`src/rtl/mem_lsu.sv`:
```
// MEM-stage load/store unit: slices store data into byte lanes for a synchronous RAM
// and extracts/extends load results, with a valid/ready handshake toward the pipeline.
module mem_lsu #(
   parameter int ADDR_W = 32
) (
   input  logic              clk,
   input  logic              rst_n,
   input  logic              req_valid,
   output logic              req_ready,
   input  logic              req_we,
   input  logic [1:0]        req_size,
   input  logic              req_unsigned,
   input  logic [ADDR_W-1:0] req_addr,
   input  logic [31:0]       req_wdata,
   output logic              mem_en,
   output logic [3:0]        mem_we,
   output logic [ADDR_W-1:0] mem_addr,
   output logic [31:0]       mem_wdata,
   input  logic [31:0]       mem_rdata,
   output logic              rsp_valid,
   output logic [31:0]       rsp_rdata,
   output logic              rsp_err
);

   typedef enum logic [1:0] {IDLE, ISSUE, WAIT, DONE} state_t;

   state_t      state, state_next;
   logic        cap_we, cap_unsigned;
   logic [1:0]  cap_size, cap_off;
   logic        accept, req_err;
   logic [3:0]  lane_we;
   logic [31:0] lane_wdata, load_data;
   logic [7:0]  rd_byte;
   logic [15:0] rd_half;

   assign req_ready = (state == IDLE);
   assign accept    = req_valid & req_ready;

   // NOTE: every always_comb output gets a default first so no path leaves it unassigned (no latch).
   always_comb begin
      req_err    = 1'b0;
      lane_we    = 4'b1111;
      lane_wdata = req_wdata;
      case (req_size)
         2'b00: begin
            lane_we    = 4'b0001 << req_addr[1:0];
            lane_wdata = {4{req_wdata[7:0]}};
         end
         2'b01: begin
            req_err    = req_addr[0];
            lane_we    = req_addr[1] ? 4'b1100 : 4'b0011;
            lane_wdata = {2{req_wdata[15:0]}};
         end
         2'b10:   req_err = |req_addr[1:0];
         default: req_err = 1'b1;
      endcase
   end

   // Extension fill bit is the extracted MSB unless the load is unsigned.
   always_comb begin
      rd_byte = mem_rdata[{cap_off, 3'b000} +: 8];
      rd_half = mem_rdata[{cap_off[1], 4'b0000} +: 16];
      case (cap_size)
         2'b00:   load_data = {{24{rd_byte[7] & ~cap_unsigned}}, rd_byte};
         2'b01:   load_data = {{16{rd_half[15] & ~cap_unsigned}}, rd_half};
         default: load_data = mem_rdata;
      endcase
   end

   always_comb begin
      state_next = state;
      case (state)
         IDLE:    if (accept) state_next = req_err ? DONE : ISSUE;
         ISSUE:   state_next = cap_we ? DONE : WAIT;
         WAIT:    state_next = DONE;
         default: state_next = IDLE;
      endcase
   end

   // NOTE: sequential state uses non-blocking assignments so all registers update from pre-edge values.
   always_ff @(posedge clk or negedge rst_n) begin
      if (!rst_n) state <= IDLE;
      else        state <= state_next;
   end

   always_ff @(posedge clk or negedge rst_n) begin
      if (!rst_n) begin
         cap_we       <= 1'b0;
         cap_unsigned <= 1'b0;
         cap_size     <= 2'b00;
         cap_off      <= 2'b00;
         mem_en       <= 1'b0;
         mem_we       <= 4'b0000;
         mem_addr     <= '0;
         mem_wdata    <= '0;
         rsp_valid    <= 1'b0;
         rsp_rdata    <= '0;
         rsp_err      <= 1'b0;
      end else begin
         mem_en    <= 1'b0;
         mem_we    <= 4'b0000;
         rsp_valid <= (state_next == DONE);
         if (accept) begin
            cap_we       <= req_we;
            cap_unsigned <= req_unsigned;
            cap_size     <= req_size;
            cap_off      <= req_addr[1:0];
            mem_addr     <= {req_addr[ADDR_W-1:2], 2'b00};
            mem_wdata    <= lane_wdata;
            if (req_err) begin
               rsp_err   <= 1'b1;
               rsp_rdata <= '0;
            end else begin
               mem_en <= 1'b1;
               mem_we <= req_we ? lane_we : 4'b0000;
            end
         end
         if (state == ISSUE && cap_we) begin
            rsp_err   <= 1'b0;
            rsp_rdata <= '0;
         end
         if (state == WAIT) begin
            rsp_err   <= 1'b0;
            rsp_rdata <= load_data;
         end
      end
   end

endmodule

```
`config.mk`:
```
export PLATFORM = sky130hd
export DESIGN_NAME = mem_lsu
export DESIGN_NICKNAME = d
export VERILOG_FILES = /design/src/rtl/mem_lsu.sv
export SDC_FILE = /design/constraint.sdc
export NUM_CORES = 1
export LEC_CHECK = 0
export ABC_AREA = 1
export ABC_CLOCK_PERIOD_IN_PS = 1740
export CELL_PAD_IN_SITES_DETAIL_PLACEMENT = 0
export CELL_PAD_IN_SITES_GLOBAL_PLACEMENT = 1
export CORE_MARGIN = 5
export CORE_UTILIZATION = 31
export CTS_CLUSTER_SIZE = 28
export DETAILED_ROUTE_END_ITERATION = 8
export PLACE_DENSITY_LB_ADDON = 0.08
export SLEW_MARGIN = 40
export SYNTH_ARGS = -nofsm -noshare
export SYNTH_HDL_FRONTEND = slang
export SYNTH_SLANG_ARGS = --single-unit
```
`constraint.sdc`:
```
create_clock -name clk -period 1.74 [get_ports clk]
set_input_delay 0.174 -clock clk [delete_from_list [all_inputs] [get_ports clk]]
set_output_delay 0.174 -clock clk [all_outputs]
set_load 0.005 [all_outputs]
```
; Word-level counts from Yosys, hierarchy flattened
; Cells that the tools add are included.
; W data, S select, Z words.
[op_classes]
n_reduce_logical = 8
n_eq_ne = 6
bitwise_logic = 4
mux = 22
shifts = 3
[ops]
columns = op, count
row1 = $mux W32, 4
row2 = $pmux W32 S2, 2
row3 = $shiftx A32 B6 Y16, 1
row4 = $shiftx A32 B6 Y8, 1
row5 = $mux W4, 4
row6 = $pmux W4 S2, 1
row7 = $mux W1, 7
row8 = $eq A2 B1 Y1 const B, 3
row9 = $eq A2 B2 Y1 const B, 3
row10 = $logic_not A2 Y1, 3
row11 = $pmux W2 S3, 1
row12 = $reduce_bool A3 Y1, 2
row13 = $mux W2, 2
row14 = $shl A1 B2 Y4 const A, 1
row15 = $and A1 B1 Y1, 3
row16 = $pmux W1 S3, 1
row17 = $reduce_and A2 Y1, 1
row18 = $reduce_or A2 Y1, 1
row19 = $logic_and A1 B1 Y1, 1
row20 = $not A1 Y1, 1
[word_totals]
in_bits = 103
out_inout_bits = 104
ff_bits = 109
word_cells = 55

; Logic depth before layout (Yosys ltp)
; Gate-level depths: netlist of run 1.
[depth]
depth_word = 6
depth_mapped = 11
depth_no_buf = 9

; Worst setup path after synthesis of run 1
; Ideal clock, no wire load.
[synth_timing]
kind = reg-to-reg
from = register state[0]
to = register rsp_rdata[18]
t_required_ns = 1.675
slack_ns = 0.213
path_buffers = 2
stages_incl_launch_ff = 8
arrival_time_ns = 1.462
period_less_slack_ns = 1.527
setup_ns = 0.065
path_cell_list = dfrtp_1 inv_1 ha_1 buf_2 a21oi_2 clkbuf_1 nand3_1 nand2_2
[synth_between]
elab_chain_len = 4
word_cells_on_any_way = 10
cone_classes = eq/ne (2) / mux (2) / bitwise (1) / reduce/logical (5)
[synth_rtl]
columns = element, line_no
row1 = "start, declared", 27  ; state_t state, state_next;
row2 = "start signal, assigned", 83  ; else state <= state_next;
row3 = $eq A2 B1 Y1 / $logic_not A2 Y1 (equally long branches), "118, 36"
row4 = $logic_and A1 B1 Y1 / $and A1 B1 Y1 (equally long branches), "118, 37"
row5 = $reduce_bool A3 Y1 (no source line) / $mux W32 (equally long branches), -
row6 = $reduce_and A2 Y1 (no source line) / $mux W32 (equally long branches), -
row7 = "end signal, assigned", 124  ; rsp_rdata <= load_data;
row8 = "end, declared", 21  ; output logic [31:0] rsp_rdata,
; Parallel ways exist; a longest one is shown, timed or not.
; A chain may end at the register's enable or synchronous reset.

; Worst setup path after layout of run 1
[layout_timing]
from = register state[0]
to = output port req_ready
[layout_between]
elab_chain_len = 1
[layout_rtl]
columns = element, line_no
row1 = $logic_not A2 Y1, 36  ; assign req_ready = (state == IDLE);
row2 = "end, declared", 9  ; output logic req_ready,
; No other way between the ends.

==> results.md, run 1 <==
* Status: completed
* Setup slack after layout at 0.106 ns
* ANT cells at 0
* Drt initial violations at ~300
* Worst setup path start: state[0]
* CTS Buf Count at 9
* Fin Hold WS at 0.341 ns
* Gr usage total at around 18%
* Hold Path Class: in -> reg
* Number of synthesized flops with an enable pin at 0
* Hpwl dp at 12,600 um
* Starting Density at 31.5%
* Leak Pwr at 3.84 nW
* CTS Sinks at 109
* Die Footprint at 19,500 um^2
* Xor-xnor portion of the synthesized cell area at 0%
* Simple-Gate Fraction of Synth Area at 33.5%
* Worst Skew at 0.00983 ns
* Gr ovfl total at 0
* Share of the synthesized area in the top cell type at between 50% and 60%
* R2r endpoint: rsp_rdata[25]
* P&R area growth vs syn at 50.5%
* Largest net degree at the start of global routing at 110
* YS warnings at 0
* Setup_tns at 0 ns
* Placed cell area at approximately 7500 um^2
* Initial antenna violation count at 0
* First-pass GRT wire length at roughly 27,000 um
* Crit share post-route at a little over nine tenths
* Reg area at between 2000 and 3000 um^2
* H-tree levels at 3
* Minimum clock period at 1.63 ns
* DRC Markers at 0
* Final setup violation count at 0
* Bufs on Longest Clock Path at 2
* Worst slack, placed at -0.0229 ns
* R2R depth at 8
* Register bit total from synthesis at 109
* Antenna Nets Post-Route at 0
* Post-synthesis cell count at about 670
* CP arrival at 1.46 ns
* Area of the multi-input gates at 2200 um^2
* Worst-Margin Slew at between 0.6 and 0.7 ns
* Post-synthesis mux area share at 0%
* Maximum fanout along the worst path at 4
* RSZ-0062 raised after global routing: false
* Synth area leader: dfrtp_1
* Maximum capacitance violations at 0
* DRT Pass-1 Iters at 4
* CP Capture Type: output port
* Vias in the first global route at approximately 5,200
* Reg2reg start: state[0]
* Post-synthesis cell type count at 30
* Post-Syn Area per Cell at 7.81 um^2
* Die H at 140 um
* Area contributors post-synth: dfrtp_1 52%, nand2_1 21%, nand3_1 5.4%
* Port Buffers at approximately 200
* CTS clk-pin slew, worst paths at 0.08 ns
* NumNets Final at 973
* Routability cong. at around 0.86
* Total number of vias at ~5,100
* Chip width at 140 um
* Share of cells above drive strength 1 at under 10%
* Synth async-reset ratio at 100%
* Peak supply drop at 0.561 mV
* Root buffer cell: clkbuf_16
* Final Max Slew Viols at 0
* Via-to-Cell Ratio at ~4.7
* Pwr/cell area at 1630 nW/um^2
* Max frequency at 612 MHz
* Top cells by count, synth: 293 x nand2_1, 109 x dfrtp_1, 56 x nand3_1
* Area fraction in compound gates after synthesis at 7.52%
* FILL cells at 1,628
* Sequential share of the synthesized area at 52.4%
* CTS tree: built
* Mapped Area at 5210 um^2
* Flop2flop setup slack at 0.14 ns
* Startpoint Class: flop
* Main synth FF type: dfrtp_1
* Kind of critical path: reg -> out
* Largest family of logic cells by synthesized area: simple AND/OR/NAND/NOR gates
* Core region area at 16,500 um^2
* Cell with the most instances after synthesis: nand2_1
* Setup bufs post-CTS at 0
* CP Data Required Time at 1.57 ns
* Post-Synth Adder-Cell Area at less than 1%
* Worst setup endpoint: req_ready
* Routed WL per cell at 15.9 um
* Drt total wl at between 15,000 and 20,000 um
* Worst skew pair latency at 0.36 ns
* IO Count at 207
* Number of core rows at 47
* Slew Limit Headroom at 53.3%
* Design area at 7840 um^2
* Final hold viol count at 0
## worst max-delay path, stage by stage (launching register included)
cell           delay, ns
dfrtp_1             0.41
inv_1               0.09
ha_1                0.27
dlygate4sd2_1       0.32
## metal layers
layer  part of all wire (%)  vias up  wire [um]  track usage (%)
met5                      0        -          0                0
met4                    1.6        0        278             5.97
li1                       -     2495          -                -
met2                     49      174       8510             29.7
met1                     42     2383       7270             21.5
met3                    7.6       18       1320             5.83
## placed cells by master (no fill, tap or decap), drive strengths merged, types with 9 or more instances in the layout
cell type and n:
a21oi 28, buf 20, clkbuf 9, clkdlybuf4s50 202, dfrtp 109, inv 27
nand2 318, nand3 57, nor2 36, o21ai 44
## layout make-up
cell class                      count  share of cell area, %
Sequential cell                   109                   34.8
Timing Repair Buffer              224                   28.6
Multi-Input combinational cell    496                   28.1
Tap cell                          220                   3.51
Clock buffer                        9                   2.87
Inverter                           26                   1.44
Clock inverter                      6                  0.654
## sequential cells by signal (all words and copies together) (netlist names)
signal and count:
mem_wdata 32, rsp_rdata 32, mem_addr 30, mem_we 4
cap_off 2, cap_size 2, state 2, cap_unsigned 1
cap_we 1, mem_en 1, rsp_err 1, rsp_valid 1
## per-stage QoR
| step | util [%] | cells | power (W) |
|---|---|---|---|
| after floorplan | - | 668 | 0.00752 |
| after global placement | 45.6 | 1074 | 0.0108 |
| after detailed placement | 45.6 | 1074 | 0.0109 |
| after CTS | 47.3 | 1090 | 0.0130 |
| after global routing | 47.4 | 1090 | 0.0138 |
| final | 47.4 | 1090 | 0.0128 |
## how the worst min path moves through the flow
stage,depth (start not counted),endpoint,slack (ns),start
global route,3,mem_addr[18],0.34,req_addr[18]
detailed placement,2,rsp_rdata[5],0.31,rst_n
CTS,3,mem_addr[15],0.33,req_addr[15]
floorplan,0,cap_off[0],-0.12,rst_n
global placement,2,rsp_rdata[5],0.31,rst_n
finish,3,mem_addr[15],0.34,req_addr[15]
## timing repair
action / in CTS / in global routing
gates resized for setup: 1 / 6
setup endpoints to repair: 1 / 74
hold buffers: 1 / 0
endpoints found under the hold margin: 109 / 0
gates cloned: 0 / 0
## where the power goes
group	internal (W)	switching, W
registers	0.00364	0.000667
logic	0.00325	0.00319
clock network	0.000981	0.00101
total	0.00788	0.00488
## cell families after synthesis
| logic type | Yosys count |
|---|---|
| adder cells (fa/ha/maj) | 4 |
| buffers and inverters | 63 |
| flip-flops | 109 |
| AO/OA/AOI/OAI | 76 |
| other | 1 |
| AND/OR/NAND/NOR | 414 |
Note: power is estimated with default switching activity, not from simulation.
==> inputs of run 2 (changes only) <==
--- a/config.mk
+++ b/config.mk
@@ -6,13 +6,14 @@
 export NUM_CORES = 1
 export LEC_CHECK = 0
 export ABC_AREA = 1
-export ABC_CLOCK_PERIOD_IN_PS = 1740
+export ABC_CLOCK_PERIOD_IN_PS = 2050
 export CELL_PAD_IN_SITES_DETAIL_PLACEMENT = 0
 export CELL_PAD_IN_SITES_GLOBAL_PLACEMENT = 1
 export CORE_MARGIN = 5
-export CORE_UTILIZATION = 31
+export CORE_UTILIZATION = 33
 export CTS_CLUSTER_SIZE = 28
 export DETAILED_ROUTE_END_ITERATION = 8
+export MAX_ROUTING_LAYER = met4
 export PLACE_DENSITY_LB_ADDON = 0.08
 export SLEW_MARGIN = 40
 export SYNTH_ARGS = -nofsm -noshare
==> constraint.sdc (replaced) <==
create_clock -name clk -period 2.05 [get_ports clk]
set_input_delay 0.205 -clock clk [delete_from_list [all_inputs] [get_ports clk]]
set_output_delay 0.205 -clock clk [all_outputs]
set_load 0.005 [all_outputs]
==> results.md, run 2 (synthesis results as in run 1) <==
* Status: completed (unchanged)
* Bufs on Longest Clock Path at 2 (unchanged)
* NumNets Final at 969 (was 973)
* Final hold viol count at 0 (unchanged)
* Worst-Margin Slew at 0.799 ns (was 0.697 ns)
* Via-to-Cell Ratio at 4.64 (was 4.65)
* Met3 track demand over resource at 6.39% (was 5.83%)
* H-tree levels at 3 (unchanged)
* Leak Pwr at 3.84 nW (about the same)
* Total number of vias at 5,028 (was 5,070)
* Setup_tns at 0 ns (unchanged)
* CTS Sinks at 109 (unchanged)
* Hpwl dp at 12,800 um (was 12,600 um)
* Worst skew pair latency at 0.35 ns (was 0.36 ns)
* Largest net degree at the start of global routing at 88 (was 110)
* Crit path largest cell delay at 0.58 ns (was 0.41 ns)
* Setup slack after layout at 0.150 ns (was 0.106 ns)
* Crit share post-route at 92.7%
* Final Max Slew Viols at 0 (unchanged)
* Worst path cell trace: inv_1 > ha_1 > clkdlybuf4s50_1 (was inv_1 > ha_1 > dlygate4sd2_1)
* Pwr/cell area at 1410 nW/um^2 (was 1630 nW/um^2)
* CP arrival at 1.69 ns (was 1.46 ns)
* Startpoint Class: flop (unchanged)
* IO Count at 207 (unchanged)
* Drt total wl at 17,600 um (was 17,400 um)
* Max frequency at 526 MHz
* CTS tree: built (unchanged)
* Critical Path Slowest Stage Cell: clkdlybuf4s50_1 (was dfrtp_1)
* Vias in the first global route at 5,431 (was 5,210)
* Worst slack, placed at 0.188 ns (was -0.0229 ns)
* Initial antenna violation count at 0 (unchanged)
* Largest regs: mem_wdata (32), rsp_rdata (32), mem_addr (30) (unchanged)
* CP top delay family: buffers and inverters (unchanged)
* Gr ovfl total at 0 (unchanged)
* Routed WL per cell at 16.3 um (was 15.9 um)
* Worst Skew at 0.00724 ns (was 0.00983 ns)
* CTS clk-pin slew, worst paths at 0.07 ns (was 0.08 ns)
* Routability cong. at 0.877 (was 0.860)
* Buf/Inv on CP at 2 (unchanged)
* CP Capture Type: output port (unchanged)
* GR peak layer: met2 (unchanged)
* Kind of critical path: reg -> out (unchanged)
* Drt initial violations at 229 (was 299)
* Port Buffers at 204 (unchanged)
* Chip width at 136 um (was 140 um)
* Slew Limit Headroom at 46.5% (was 53.3%)
* Gr usage total at 20.1% (was 17.7%)
* Core region area at 15,700 um^2 (was 16,500 um^2)
* Most common cell after layout, fill and taps aside: nand2_1 (unchanged)
* P&R area growth vs syn at 50.2% (was 50.5%)
* Peak supply drop at 0.575 mV (was 0.561 mV)
* Antenna Nets Post-Route at 0 (unchanged)
* Met1 GRT Util at 23.4% (was 21.5%)
* First-pass GRT wire length at 28,200 um (was 27,500 um)
* GR Util met2 at 34.1% (was 29.7%)
* FILL cells at 1,560 (was 1,628)
* Root buffer cell: clkbuf_16 (unchanged)
* RSZ-0062 raised after global routing: false (unchanged)
* Number of core rows at 46 (was 47)
* Final setup violation count at 0 (unchanged)
* DRC Markers at 0 (unchanged)
* ANT cells at 0 (unchanged)
* Share of cells above drive strength 1 at 7.61% (was 8.28%)
* Minimum clock period at 1.90 ns
* Maximum capacitance violations at 0 (unchanged)
* CTS Buf Count at 9 (unchanged)
* Most frequent cells in the layout: 292 x nand2_1, 203 x clkdlybuf4s50_1, 109 x dfrtp_1 (was 291 x nand2_1, 202 x clkdlybuf4s50_1, 108 x dfrtp_1)
* Die Footprint at 18,400 um^2 (was 19,500 um^2)
* DRT Pass-1 Iters at 5 (was 4)
* Starting Density at 33.3% (was 31.5%)
* Hold Path Class: in -> async (was in -> reg)
* Maximum fanout along the worst path at 4 (unchanged)
* Die H at 136 um (was 140 um)
* CP Data Required Time at 1.85 ns (was 1.57 ns)
[run 2: power by group]
group          internal [W]  total, W  switching, W  leakage (nW)
logic               0.00268   0.00544       0.00275          2.30
registers           0.00309   0.00365      0.000554          1.38
clock network       0.00109   0.00193      0.000845         0.159
[run 2: cell type report]
type / instances / area, um^2 / area share, %
Clock inverter: 6 / 93.8 / 1.20
Sequential cell: 109 / 2730 / 34.9
Timing Repair Buffer: 220 / 2200 / 28.1
Inverter: 26 / 108 / 1.38
Tap cell: 216 / 270 / 3.45
Multi-Input combinational cell: 496 / 2190 / 28.1
Clock buffer: 10 / 229 / 2.93
[run 2: worst reg2reg max path: cells and delay by family (launching register included)]
family / cells / cell delay, ns
AO/OA/AOI/OAI: 1 / 0.10
adder cells (fa/ha/maj): 1 / 0.23
buffers and inverters: 2 / 0.34
flip-flops: 1 / 0.42
AND/OR/NAND/NOR: 4 / 0.61
[run 2: metrics by stage]
stage	area (um^2)	hold WS, ns	std cells	total power, W	util, %
3_5_place_dp	7490	0.183	1066	0.00920	47.8
2_1_floorplan	5210	-0.0906	668	0.00638	-
3_3_place_gp	7490	0.173	1066	0.00911	47.8
4_1_cts	7820	0.338	1083	0.0112	50.0
5_1_grt	7820	0.366	1083	0.0119	50.0
6_report	7820	0.337	1083	0.0110	50.0
[run 2: repair_timing]
item                      in CTS  in global routing
gates resized for setup        0                  0
hold buffers                   1                  0
hold endpoints to repair      29                  0
setup buffers                  0                  0
[run 2: metal layers]
| metal | wire length (um) | vias up |
|---|---|---|
| met4 | 159 | 0 |
| li1 | - | 2495 |
| met3 | 1450 | 13 |
| met5 | 0 | - |
| met2 | 8790 | 153 |
| met1 | 7240 | 2367 |
[run 2: final timing paths]
kind	slack (ns)	to	startpoint	depth (start not counted)
worst max-delay path	0.15	req_ready	state[0]	3
worst min-delay path	0.34	rsp_rdata[1]	rst_n	2
worst max register to register	0.29	mem_wdata[20]	state[0]	8
worst min register to register	0.48	mem_addr[18]	mem_addr[18]	2
max in group asynchronous	0.91	mem_wdata[14]	rst_n	3
min in group clk	0.38	mem_addr[8]	req_addr[8]	3
==> patch (config.mk and constraints of run 1) <==
Reset style: synchronous (`rst_n`), changed in 2 clocked blocks.
--- a/src/rtl/mem_lsu.sv
+++ b/src/rtl/mem_lsu.sv
@@ -80,3 +80,3 @@
    // NOTE: sequential state uses non-blocking assignments so all registers update from pre-edge values.
-   always_ff @(posedge clk or negedge rst_n) begin
+   always_ff @(posedge clk) begin
       if (!rst_n) state <= IDLE;
@@ -85,3 +85,3 @@
 
-   always_ff @(posedge clk or negedge rst_n) begin
+   always_ff @(posedge clk) begin
       if (!rst_n) begin
Behaviour: differs if rst_n is asserted again (counterexample within 4 cycles, from zero or initial values and one cycle with rst_n low); with rst_n held inactive, the same outputs for 10 cycles.
==> patch against run 1 <==
Highest routed layer is now met5; synthesized area down 6.0%; wire length shrank 1.7%; sequential cell count unchanged; final cell count is 2.0% higher; hold slack better by 0.090 ns; cell area is 2.7% lower; power down 23%; worst setup slack better by 0.043 ns; non-clock buffer count grew 13; first-iteration DRC count grew 3.3%; die area decreased by 5.5%.
==> patch: results (changes against run 1) <==
INFO  metric outcome = finished clean
INFO  metric switching_power = 3570 uW (-27%)
INFO  metric worst_clk_skew = 0.00506 ns (-0.00477 ns)
INFO  metric worst_hold_path.endpoint = mem_addr[14]
INFO  metric grt_pass1_vias = 5,183 (-0.52%)
INFO  metric asyncSetResetFlopFracSynth = 0% (-100 points)
INFO  metric number_of_drc_markers_after_the_initial_detailed_route_iteration = 309 (+3.3%)
INFO  metric nNetsFinal = 998 (+2.6%)
INFO  metric synth.area.top_cells = dfxtp_1 (45%), nand2_1 (11%), nor2_1 (8.3%), o21ai_0 (7.0%), a21oi_1 (6.4%)
INFO  metric grt_antenna_before_repair = 1 (+1)
INFO  metric largest_voltage_drop_on_the_vdd_net = 0.623 mV (+11%)
INFO  metric longest_individual_stage_delay_on_the_worst_path = 0.36 ns (-0.05 ns)
INFO  metric final.hold.worst_slack = 0.431 ns (+0.0903 ns)
INFO  metric insertedDiodeCount = 0 (unchanged)
INFO  metric r2r-end = mem_wdata[28]
INFO  metric worst_hold_startpoint = req_addr[14]
INFO  metric route.detailed.wl_per_inst = 15.4 um (-3.6%)
INFO  metric num_vias = 5,149 (+1.6%)
INFO  metric yosys.cell_types.count = 29 (-3.3%)
INFO  metric routabilityCongestion = 0.800 (-7.0%)
INFO  metric launch_instance_of_the_worst_register_to_register_path = state[0]
INFO  metric fillCellCount = 1,565 (-3.9%)
INFO  metric power.sequential.fraction = 34.6% (+0.8 points)
INFO  metric grt.total_usage = 18.6% (+0.90 points)
INFO  metric crit_slowest_cell = dfxtp_2
INFO  metric worst-endpoint-arrival = 1.83 ns (+0.37 ns)
INFO  metric pin_count_of_the_biggest_net_entering_global_routing = 38 (-65%)
INFO  metric hpwl = 12,900 um (+2.5%)
INFO  metric drive_above_1_share = 9.60% (+1.3 points)
INFO  metric internal_power = 6280 uW (-20%)
INFO  metric yosys-top-cells-count = nand2_1 (148), dfxtp_1 (109), nor2_1 (108), o21ai_0 (69), a21oi_1 (63)
INFO  metric max_slew_margin = 59.9% (+6.5 points)
INFO  metric cpLargestDelayFamily = buffers and inverters
INFO  metric postPlaceCellArea = 7310 um2 (-3.0%)
INFO  metric worst-path-max-fanout = 37 (+33)
INFO  metric seq_area_frac_synth = 44.5% (-7.8 points)
INFO  metric grt_pass1_wl = 26,800 um (-2.6%)
INFO  metric yosys_warnings = 0 (unchanged)
INFO  metric total_combinational_power = 4490 uW (-30%)
INFO  metric cellLeakagePower = 0.00306 uW (-20%)
[patch: worst max-delay path by stage]
stage,from,to,cells past startpoint
after floorplan,state[0],rsp_rdata[16],10
after global placement,req_size[0],rsp_rdata[16],9
after detailed placement,state[0],mem_wdata[28],8
after CTS,state[0],req_ready,3
after global routing,state[0],mem_wdata[14],8
final,state[0],mem_wdata[28],8
[patch: cell families (layout without fill, tap and decap cells)]
group,after synthesis,in the layout,synth area share (%)
AOI/OAI and AO/OA,163,163,18.7
adders and majority gates,4,4,1.02
buffers and inverters,88,295,8.05
DFF,109,109,44.5
other,1,2,0.0766
and+or+nand+nor,323,323,27.6
[patch: worst register-to-register path: cells and delay by family (launching register included)]
family	cells	cell delay, ns
adders and majority gates	1	0.21
AOI/OAI and AO/OA	2	0.26
and+or+nand+nor	2	0.23
DFF	1	0.36
buffers and inverters	3	0.43
[patch: repair_timing]
| item | in CTS | in global routing |
|---|---|---|
| hold endpoints to repair | 0 | 0 |
| endpoints found under the setup margin | 3 | 3 |
| gates cloned | 1 | 0 |
| gates resized for setup | 1 | 3 |
[patch: metal layers]
metal  global-route usage, %  vias to the layer above  routed length [um]
met5                       0                        -                  11
met4                    6.10                        2                 324
met3                    7.28                       23                1460
met2                    32.6                      144                8480
met1                    20.5                     2337                6820
li1                        -                     2643                   -
[patch: through the flow]
stage,util (%),std cells,worst slack [ns]
finish,48.6,1112,0.149
global route,48.6,1112,0.0161
CTS,48.5,1112,0.0210
floorplan,-,689,0.120
global placement,46.5,1095,0.0844
detailed placement,46.5,1095,-0.00229
[patch: cell type report]
type	instances	share of cell area (%)
timing repair buffer	237	31.5
multi-input combinational	492	30.6
sequential	109	28.6
tap	216	3.54
clock buffer	10	3.00
inverter	42	2.13
clock inverter	6	0.623
